<file path="src/rtl/game_pkg.sv">
// Shared types and widths for the round manager.
// Score feature is guarded by GAME_ROUND_SCORE_EN.
package game_pkg;
  localparam int LIVES_W = 2;
  localparam int LEVEL_W = 3;
  localparam int SCORE_W = 8;

  typedef enum logic [2:0] {
    S_IDLE,
    S_PLAY,
    S_WIN_SHOW,
    S_LOSE_SHOW,
    S_OVER
  } state_e;
endpackage

</file>
<file path="src/rtl/game_round_manager_frame_timer.sv">
// Counts frame ticks while a banner is up.
// done fires on the tick that reaches SHOW_FRAMES.
module frame_timer #(
  parameter int SHOW_FRAMES = 120
) (
  input  logic clk,
  input  logic reset,
  input  logic clear,
  input  logic tick,
  output logic done
);
  logic [7:0] cnt_q;
  logic [7:0] cnt_d;

  always_comb begin
    cnt_d = cnt_q;
    if (clear) begin
      cnt_d = '0;
    end else if (tick) begin
      cnt_d = cnt_q + 8'd1;
    end
  end

  assign done = tick && !clear &&
                (({1'b0, cnt_q} + 9'd1) == 9'(SHOW_FRAMES));

  always_ff @(posedge clk) begin
    if (reset) begin
      cnt_q <= '0;
    end else begin
      cnt_q <= cnt_d;
    end
  end
endmodule

</file>
<file path="src/rtl/game_round_manager.sv">
// Round/lives/level/score sequencer for the frog game.
// Define GAME_ROUND_SCORE_EN to build the score register.
module game_round_manager
  import game_pkg::*;
#(
  parameter int LIVES_INIT  = 3,
  parameter int SHOW_FRAMES = 120,
  parameter int LEVEL_MAX   = 7
) (
  input  logic               clk,
  input  logic               reset,
  input  logic               win,
  input  logic               lose,
  input  logic               start_key,
  input  logic               frame_tick,
  output logic               round_restart,
  output logic               show_win,
  output logic               show_lose,
  output logic               game_over,
  output logic               playing,
  output logic [LIVES_W-1:0] lives,
  output logic [LEVEL_W-1:0] level,
  output logic [SCORE_W-1:0] score
);
  state_e             state_q, state_d;
  logic               start_q;
  logic [LIVES_W-1:0] lives_q, lives_d;
  logic [LEVEL_W-1:0] level_q, level_d;
  logic               rr_q, rr_d;
  logic               sw_q, sl_q, go_q, pl_q;
  logic               start_evt;
  logic               banner;
  logic               done;

  assign start_evt = start_key && !start_q;
  assign banner = (state_q == S_WIN_SHOW) ||
                  (state_q == S_LOSE_SHOW);

  frame_timer #(
    .SHOW_FRAMES(SHOW_FRAMES)
  ) u_timer (
    .clk  (clk),
    .reset(reset),
    .clear(!banner),
    .tick (frame_tick),
    .done (done)
  );

`ifdef GAME_ROUND_SCORE_EN
  logic [SCORE_W-1:0] score_q, score_d;
  logic [SCORE_W:0]   score_sum;

  // Points use the level before this win's increment.
  assign score_sum = {1'b0, score_q} +
                     {{(SCORE_W-LEVEL_W+1){1'b0}}, level_q} +
                     9'd1;
`endif

  always_comb begin
    state_d = state_q;
    lives_d = lives_q;
    level_d = level_q;
    rr_d    = 1'b0;
`ifdef GAME_ROUND_SCORE_EN
    score_d = score_q;
`endif
    unique case (state_q)
      S_IDLE, S_OVER: begin
        if (start_evt) begin
          state_d = S_PLAY;
          lives_d = LIVES_W'(LIVES_INIT);
          level_d = '0;
          rr_d    = 1'b1;
`ifdef GAME_ROUND_SCORE_EN
          score_d = '0;
`endif
        end
      end
      S_PLAY: begin
        if (lose) begin
          lives_d = lives_q - 1'b1;
          state_d = (lives_q == 2'd1) ? S_OVER : S_LOSE_SHOW;
        end else if (win) begin
          state_d = S_WIN_SHOW;
          if (level_q < LEVEL_W'(LEVEL_MAX)) begin
            level_d = level_q + 1'b1;
          end
`ifdef GAME_ROUND_SCORE_EN
          score_d = score_sum[SCORE_W] ? '1 : score_sum[SCORE_W-1:0];
`endif
        end
      end
      S_WIN_SHOW, S_LOSE_SHOW: begin
        if (done) begin
          state_d = S_PLAY;
          rr_d    = 1'b1;
        end
      end
      default: state_d = S_IDLE;
    endcase
  end

  always_ff @(posedge clk) begin
    if (reset) begin
      state_q <= S_IDLE;
      start_q <= 1'b0;
      lives_q <= '0;
      level_q <= '0;
      rr_q    <= 1'b0;
      sw_q    <= 1'b0;
      sl_q    <= 1'b0;
      go_q    <= 1'b0;
      pl_q    <= 1'b0;
    end else begin
      state_q <= state_d;
      start_q <= start_key;
      lives_q <= lives_d;
      level_q <= level_d;
      rr_q    <= rr_d;
      sw_q    <= (state_d == S_WIN_SHOW);
      sl_q    <= (state_d == S_LOSE_SHOW);
      go_q    <= (state_d == S_OVER);
      pl_q    <= (state_d == S_PLAY);
    end
  end

`ifdef GAME_ROUND_SCORE_EN
  always_ff @(posedge clk) begin
    if (reset) begin
      score_q <= '0;
    end else begin
      score_q <= score_d;
    end
  end
  assign score = score_q;
`else
  assign score = '0;
`endif

  assign round_restart = rr_q;
  assign show_win      = sw_q;
  assign show_lose     = sl_q;
  assign game_over     = go_q;
  assign playing       = pl_q;
  assign lives         = lives_q;
  assign level         = level_q;
endmodule

</file>
<file path="config.mk">
export PLATFORM = sky130hd
export DESIGN_NAME = game_round_manager
export DESIGN_NICKNAME = d
export VERILOG_FILES = /design/src/rtl/game_pkg.sv /design/src/rtl/game_round_manager_frame_timer.sv /design/src/rtl/game_round_manager.sv
export SDC_FILE = /design/constraint.sdc
export NUM_CORES = 1
export LEC_CHECK = 0
export BUFFER_PORTS_ARGS = -buffer_cell sky130_fd_sc_hd__buf_2
export CAP_MARGIN = 20
export CORE_UTILIZATION = 56
export CTS_CLUSTER_SIZE = 10
export DETAILED_ROUTE_END_ITERATION = 6
export HOLD_SLACK_MARGIN = 0.12
export PLACE_DENSITY = 0.91
export SKIP_LAST_GASP = 1
export SYNTH_ARGS = -nofsm -noshare
export SYNTH_HDL_FRONTEND = slang
export SYNTH_SLANG_ARGS = --single-unit
</file>
<file path="constraint.sdc">
create_clock -name clk -period 4.4 [get_ports clk]
set_clock_uncertainty 0.05 [all_clocks]
set_input_delay 0.44 -clock clk [delete_from_list [all_inputs] [get_ports clk]]
set_output_delay 0.44 -clock clk [all_outputs]
set_load 0.05 [all_outputs]
</file>
# Yosys cells after proc, flatten, opt, wreduce, memory -nomap -nowiden
# Cells that the tools add are included.
[totals] ff_bits=22 inputBits=6
[classes] addsub=4 n_lt_le_gt_ge=1 eq_ne=15 muxes=17 n_bitwise=1 n_reduce_logical=12
[op_table] op="$mux 3" count=9
[op_table] op="$eq 3x2->1 const B" count=4
[op_table] op="$ne 2x2->1 const B" count=5
[op_table] op="$add 8x1->9 const B" count=1
[op_table] op="$eq 9x7->1 const B" count=1
[op_table] op="$pmux 3 s3" count=1
[op_table] op="$add 8x1->8 const B" count=1
[op_table] op="$eq 3x1->1 const B" count=2
[op_table] op="$eq 3x3->1 const B" count=2
[op_table] op="$pmux 3 s2" count=1
[op_table] op="$reduce_or 2->1" count=3
[op_table] op="$reduce_and 5->1" count=1
[op_table] op="$mux 2" count=2
[op_table] op="$pmux 2 s2" count=1
[op_table] op="$add 3x1->3 const B" count=1
[op_table] op="$logic_and 1x1->1" count=3
[op_table] op="$logic_not 3->1" count=1
[op_table] op="$lt 3x3->1 const B" count=1
[op_table] op="$reduce_and 3->1" count=1
[op_table] op="$eq 2x1->1 const B" count=1
[op_table] op="$mux 1" count=2
[op_table] op="$pmux 1 s2" count=1
[op_table] op="$reduce_bool 2->1" count=1
[op_table] op="$sub 2x1->2 const B" count=1
[op_table] op="3 further kinds" count=3

# Depth between registers and ports, before layout
# Gate-level depths: netlist of run 1.
[logic_depth] ltp_word=7 ltp_mapped=7 depth_no_buf=7

# Modules after synthesis
# From an unflattened synthesis of run 1, not the netlist that was laid out.
[unflattened] cells_unflattened=140 hier_area_um2=1214.9
[by_module_without_submodules] mod="game_round_manager" instances=1 cells_per_inst=86 area_per_inst_um2=742.0
[by_module_without_submodules] mod="frame_timer" instances=1 cells_per_inst=54 area_per_inst_um2=473.0

# Worst setup path before layout of run 1
# OpenSTA, ideal clock, no wires.
[synth_timing] path_type="flip-flop to flip-flop" startpoint="register u_timer.cnt_q[0]" endpoint="register rr_q, in the netlist round_restart" arrival_time_ns=1.717 path_slack_ns=2.546 stages_incl_launch_ff=7 period_less_slack_ns=1.854 path_cell_list="dfxtp_1 > ha_1 > nand4b_1 > nor3_1 > a311oi_1 > or4_4 > a221oi_2"
[synth_via] elab_chain_len=5
[synth_lines] element="start: declaration" line="game_round_manager_frame_timer.sv:12" text="logic [7:0] cnt_q;"
[synth_lines] element="start signal: assignment" line="game_round_manager_frame_timer.sv:31" text="cnt_q <= cnt_d;"
[synth_lines] element="$add 8x1->9" line="game_round_manager_frame_timer.sv:25" text="(({1'b0, cnt_q} + 9'd1) == 9'(SHOW_FRAMES));"
[synth_lines] element="$eq 9x7->1" line="game_round_manager_frame_timer.sv:25"
[synth_lines] element="$logic_and 1x1->1" line="game_round_manager_frame_timer.sv:24" text="assign done = tick && !clear &&"
[synth_lines] element="$mux 1" line="game_round_manager.sv:94" text="if (done) begin"
[synth_lines] element="$pmux 1 s2" line="game_round_manager.sv:67" text="unique case (state_q)"
[synth_lines] element="end signal: assignment" line="game_round_manager.sv:119" text="rr_q <= rr_d;"
[synth_lines] element="end: declaration" line="game_round_manager.sv:29" text="logic rr_q, rr_d;"
# Every way passes these cells.
# A chain may end at the register's enable or synchronous reset.

# Worst setup path in the final report of run 1
# Same ends and word-level chain as after synthesis.

==> impl_results.md, run 1 <==
- Routed WL: 2050 um
- Buf+Inv Stages, Crit Path: 0
- Die extent in x: 46.5 um
- Initial antenna violation count: 0
- Hold Buf Count CTS: 0
- Lkg Pwr: 0.000500 uW
- Worst path required time: 4570 ps
- Skew-Pair Late Insertion Delay: 300 ps
- Final Max Tran Viols: 0
- Clock buffer count from CTS: 3
- GRT Resource Usage Total: 21.2%
- Sw frac: 32.2%
- Logic pwr share: 21.8%
- Seq/Total Area, Yosys: 39.8%
- Largest stage delay on the critical path: 580 ps
- WL/cell: 12.3 um
- Clk pwr share: 26.2%
- Vias per cell: 5.61
- Ports: 24
- Num Clock Sinks: 22
- Share of layout cells above drive strength 1: 17.0%
- Min-Delay Path Depth: 2
- Hold path startpoint: start_key
- RSZ-0062 raised after global routing: false
- Seq pwr share: 52.0%
- Syn. warnings: 0
- Fmax: 486 MHz
- Synth unique cells: 37
- # fillers: 136
- Critical Path AT: 2230 ps
- Cell Rows: 15
- Ys flop type: dfxtp_1
- Grt total ovfl: 0
- Synthesized area per cell: 8.72 um2
- Worst rel slew slack: 57.8%
- Pwr/cell area: 346 nW/um2
- Crit start category: flop
- Initial core utilization: 62.1%
- First-pass GRT wire length: 3210 um
- CTS max path bufs: 2
- Ant. Diodes: 0
- Clk slew on worst S/H paths: 120 ps
- CTS tree: done
- Setup_tns: 0 ps
- Total internal power: 282 uW
- Setup WS pre-CTS: 2390 ps
- CP top delay family: simple AND/OR/NAND/NOR gates
- Minimum clock period: 2060 ps
- Resized cells post-CTS: 0
- CP max FO: 7
- Synth Register Bits: 22
- Post-Synthesis Cells: 127
- Post-route setup slack: 2340 ps
- Setup crit end kind: flop
- CTS root buffer: clkbuf_4
- Worst IR Drop VDD: 0.234 mV
- HP Class: in -> reg
- Syn Std Cell Area: 1110 um2
- Detailed placement HPWL: 1440 um
- Worst-Margin Slew: 624 ps
- Max cap viols: 0
- DRT antenna net count: 0
- Slowest-stage cell, CP: or4_4
- R2r worst-path depth: 6
- Async SR Flop Fraction: 0%
- Port Buffers: 15
- Non-Filler Instances: 166
- Hold Slack: 334 ps
- Final setup fails: 0
- Core Area: 1780 um2
- Critical-path cell list: ha_1, nand4b_1, nor3_1, a311oi_1, or4_4, a221oi_2
- Vias in the first global route: 768
- Reg-to-Reg Start: u_timer.cnt_q[0]
- DR DRC count: 0
- Post-CTS Setup Inserts: 0
- Hold Vio Cnt, Final: 0
- Largest net degree at the start of global routing: 15
- WS Path Type: reg -> reg
- Status: finished, final reports clean
- Die area: 2160 um2
- First DRT Iteration DRCs: 22
- EDFF count, synth: 0
- H-Tree Level Count: 1
- Hold Path End: start_q
- TritonRoute pass-1 iters: 4
- Reg2reg setup slack: 2340 ps
- Synth-to-Final Area Change: 8.47%
- Fin crit share: 46.8%
- Switching power of the nets: 134 uW
- Global placer's final weighted congestion: 0.812
- Vias: 932
- R2R Path End: round_restart
- Dpl cells: 162
- Nets: 152
- Die height: 46.5 um
[how the worst max path moves through the flow]
stage | from | endpoint | slack, ps | cells after the start
after floorplan | u_timer.cnt_q[0] | round_restart | 2550 | 6
after global placement | u_timer.cnt_q[0] | round_restart | 2490 | 6
after detailed placement | u_timer.cnt_q[0] | round_restart | 2390 | 6
after CTS | u_timer.cnt_q[0] | round_restart | 2360 | 6
after global routing | u_timer.cnt_q[0] | show_lose | 2210 | 6
final | u_timer.cnt_q[0] | round_restart | 2340 | 6
[final cells by class]
cell class | count | area (um2) | area share, %
clock buffers | 4 | 36.3 | 3.02
inverters | 5 | 18.8 | 1.56
multi-input cells | 95 | 599 | 49.9
flip-flops and latches | 22 | 440 | 36.7
well taps | 25 | 31.3 | 2.60
repair buffers | 15 | 75.1 | 6.25
[power by group through the flow]
stage	logic (uW)	registers, uW	clock network, uW
after global placement	86.7	220	0
after global routing	97.0	217	122
after detailed placement	88.7	220	0
final	90.5	216	109
after floorplan	56.8	241	0
after CTS	89.6	216	112
[sequential cells by signal, indices dropped and copies added, names as in the netlist]
signal and count:
round_restart 1, show_lose 1, lives 2, level 3, game_over 1, start_q 1, show_win 1, playing 1
u_timer.cnt_q 8, state_q 3
[through the flow]
stage          util (%)  total power, uW  cell area (um2)
2_1_floorplan         -              297             1130
3_3_place_gp       65.3              306             1160
3_5_place_dp       65.3              309             1160
4_1_cts            67.4              417             1200
5_1_grt            67.4              436             1200
6_report           67.4              416             1200
[cells in the mapped netlist, drive strengths merged, types with 3 or more instances]
cell type | number | share of area [%]
a21oi | 6 | 2.7
buf | 9 | 5.8
clkbuf | 3 | 1.0
dfxtp | 22 | 40
ha | 4 | 4.5
inv | 5 | 1.7
nand2 | 6 | 2.0
nand3 | 5 | 2.3
nand4 | 3 | 1.7
nor2 | 13 | 4.4
nor2b | 3 | 1.7
nor3 | 6 | 2.7
o21ai | 4 | 1.8
o22ai | 3 | 1.7
xnor2 | 3 | 2.4
xor2 | 5 | 4.0
[cell families after synthesis]
group,after synthesis,share of synthesized area [%]
simple gates,51,25.0
buf+inv,17,8.47
xor+xnor,8,6.33
flops,22,39.8
fa+ha+maj,4,4.52
other cells,1,0.339
compound gates,22,13.8
mux,2,1.81
[per-layer routing]
| metal | part of all wire (%) | global-route usage [%] | vias to the layer above |
|---|---|---|---|
| li1 | - | - | 461 |
| met1 | 48 | 24.4 | 430 |
| met2 | 46 | 35.6 | 37 |
| met3 | 4.6 | 5.10 | 4 |
| met4 | 1.1 | 11.2 | 0 |
| met5 | 0 | 0 | - |
[layout by cell type, fill, tap and decap left out, types with 2 or more instances in the layout]
master    Yosys  routed
a21oi_1       6       6
a31oi_1       2       2
and2_1        2       2
buf_2         0      15
clkbuf_4      0       3
conb_1        1       8
dfxtp_1      22      22
ha_1          4       4
inv_1         5       5
mux2i_1       2       2
nand2_1       6       6
nand2b_1      2       2
nand3_1       5       5
nand3b_1      2       2
nand4_1       3       3
nor2_1       13      13
nor2b_1       3       3
nor3_1        6       6
nor3b_1       2       2
o21ai_0       4       4
o22ai_1       3       3
or2_2         2       2
xnor2_1       3       3
xor2_1        5       5
Power figures use the tool's default switching activity.
==> run 2, diff against run 1 <==
- CORE_UTILIZATION: 56 -> 52
- PLACE_DENSITY: 0.91 -> 0.86
- clock period: 4.4 -> 2.05 ns (I/O delays scaled with it)
==> run 2 against run 1 <==
Non-clock buffer count increased by 3. Register-to-register slack worse by 2200 ps. Cell count increased by 3.0%. Maximum frequency grew 6.4%. Combinational power grew 120%. Worst setup slack lost 2200 ps. Total power up 140%. Flip-flop and latch count unchanged. Sequential share of layout area shrank 1.9 points. Count of clock-buffer cells in the layout is 1 lower. Largest power group unchanged.
==> impl_results.md, run 2 (synthesis results as in run 1) <==
- Lkg Pwr: 0.000523 uW (+4.7%)
- R2r worst-path depth: 6 (unchanged)
- HP Class: in -> reg
- WP depth: 6 (unchanged)
- Core Area: 1980 um2 (+11%)
- Logic pwr share: 20.1% (-1.7 points)
- Largest stage delay on the critical path: 590 ps (about the same)
- Ports: 24 (unchanged)
- Reg-to-Reg Start: u_timer.cnt_q[0]
- Port Buffers: 15 (unchanged)
- Post-layout util: 64.1% (-3.2 points)
- Critical path endpoint: round_restart
- Largest net degree at the start of global routing: 15 (unchanged)
- Reg with most FFs: u_timer.cnt_q
- Vias in the first global route: 775 (+0.91%)
- H-Tree Level Count: 1 (unchanged)
- CP top delay family: simple AND/OR/NAND/NOR gates
- CTS tree: done
- Synth-to-Final Area Change: 14.8%
- Crit start category: flop
- First-pass GRT wire length: 3280 um (+2.4%)
- Hold Slack: 164 ps (-170 ps)
- GRT Resource Usage Total: 20.6% (-0.57 points)
- Die height: 48.1 um (+3.6%)
- Fin crit share: 94.3% (+48 points)
- Skew-Pair Late Insertion Delay: 320 ps (+20 ps)
- Vias per cell: 5.42 (-3.4%)
- Worst IR Drop VDD: 0.404 mV (+73%)
- Dpl cells: 166 (+2.5%)
- Most frequent cells in the layout: dfxtp_1 (21), buf_2 (15), nor2_1 (13)
- Post-CTS Setup Inserts: 0 (unchanged)
- Final Max Tran Viols: 0 (unchanged)
- Detailed placement HPWL: 1530 um (+5.8%)
- Pwr/cell area: 790 nW/um2 (+130%)
- Sw frac: 30.3% (-1.9 points)
- Buf+Inv Stages, Crit Path: 1 (+1)
- Setup_tns: 0 ps (unchanged)
- Num Clock Sinks: 22 (unchanged)
- Critical-path cell list: buf_4, and2_1, and4b_1, a311oi_1, or4_4, a221oi_2
- Clk pwr share: 33.7% (+7.5 points)
- Ant. Diodes: 0 (unchanged)
- DRT antenna net count: 0 (unchanged)
- Critical path startpoint: u_timer.cnt_q[0]
- Initial core utilization: 55.9% (-6.2 points)
- Max reg flops: 8 (unchanged)
- CTS root buffer: clkbuf_4
- Worst path required time: 2250 ps (-2320 ps)
- Final setup fails: 0 (unchanged)
- Initial antenna violation count: 0 (unchanged)
- Hold Vio Cnt, Final: 0 (unchanged)
- Reg2reg setup slack: 120 ps (-2230 ps)
- Grt total ovfl: 0 (unchanged)
- CTS max path bufs: 2 (unchanged)
- Non-Filler Instances: 171 (+3.0%)
- Routed WL: 2080 um (+1.4%)
- Minimum clock period: 1930 ps (-125 ps)
- Critical Path AT: 2130 ps (-100 ps)
- Global placer's final weighted congestion: 0.887 (+9.2%)
- WL/cell: 12.2 um (-1.6%)
- Clock buffer count from CTS: 3 (unchanged)
- RSZ-0062 raised after global routing: false
- Switching power of the nets: 305 uW (+130%)
- CP max FO: 5 (-2)
- Die extent in x: 48.1 um (+3.6%)
- Die area: 2320 um2 (+7.4%)
- Cell Rows: 16 (+1)
- Max cap viols: 0 (unchanged)
- WS Path Type: reg -> reg
- DR DRC count: 0 (unchanged)
- Nets: 155 (+2.0%)
- TritonRoute pass-1 iters: 4 (unchanged)
- Slowest-stage cell, CP: or4_4
- R2R Path End: round_restart
- Total internal power: 700 uW (+150%)
- Setup crit end kind: flop
- Status: finished, final reports clean
- Fmax: 517 MHz (+6.4%)
- Seq pwr share: 46.2% (-5.8 points)
- Clk slew on worst S/H paths: 130 ps (about the same)
- First DRT Iteration DRCs: 17 (-23%)
- Vias: 927 (-0.54%)
- Commonest non-fill, non-tap cell in the layout: dfxtp_1
- Share of layout cells above drive strength 1: 20.8% (+3.8 points)
run 2: area by class of cell:
type                       instances  area [um2]
multi-input combinational         95         624
timing repair buffer              18         100
clock inverter                     1        30.0
tap                               27        33.8
clock buffer                       3        22.5
fill                             175         711
inverter                           5        18.8
sequential                        22         442
run 2: power groups by stage:
stage / sequential (uW) / clock [uW] / combinational (uW)
2_1_floorplan: 517 / 0 / 122
3_3_place_gp: 471 / 0 / 191
3_5_place_dp: 472 / 0 / 198
4_1_cts: 463 / 340 / 201
5_1_grt: 467 / 355 / 220
6_report: 464 / 338 / 202
run 2: per-stage QoR:
stage | worst slack, ps | total power [uW] | instance area [um2]
2_1_floorplan | 196 | 639 | 1130
3_5_place_dp | 35.4 | 670 | 1180
6_report | 117 | 1000 | 1270
3_3_place_gp | 159 | 662 | 1180
4_1_cts | 8.33 | 1000 | 1240
5_1_grt | 20.6 | 1040 | 1270
run 2: worst min-delay path by stage:
stage	cells past startpoint	end	start	slack [ps]
finish	2	round_restart	reset	160
global route	2	round_restart	reset	180
CTS	2	round_restart	reset	160
detailed placement	2	start_q	start_key	430
global placement	2	start_q	start_key	400
floorplan	1	start_q	reset	230
run 2: repair_timing:
action	CTS	global route
gates resized for setup	0	5
setup endpoints to repair	0	7
hold buffers	1	0
endpoints found under the hold margin	1	0
run 2: per-layer routing:
| layer | global-route usage [%] | part of all wire [%] | vias to the layer above | wire length (um) |
|---|---|---|---|---|
| li1 | - | - | 466 | - |
| met1 | 23.4 | 45 | 433 | 943 |
| met2 | 37.1 | 49 | 22 | 1030 |
| met3 | 3.33 | 3.6 | 6 | 74 |
| met4 | 10.0 | 1.5 | 0 | 32 |
| met5 | 0 | 0 | - | 0 |
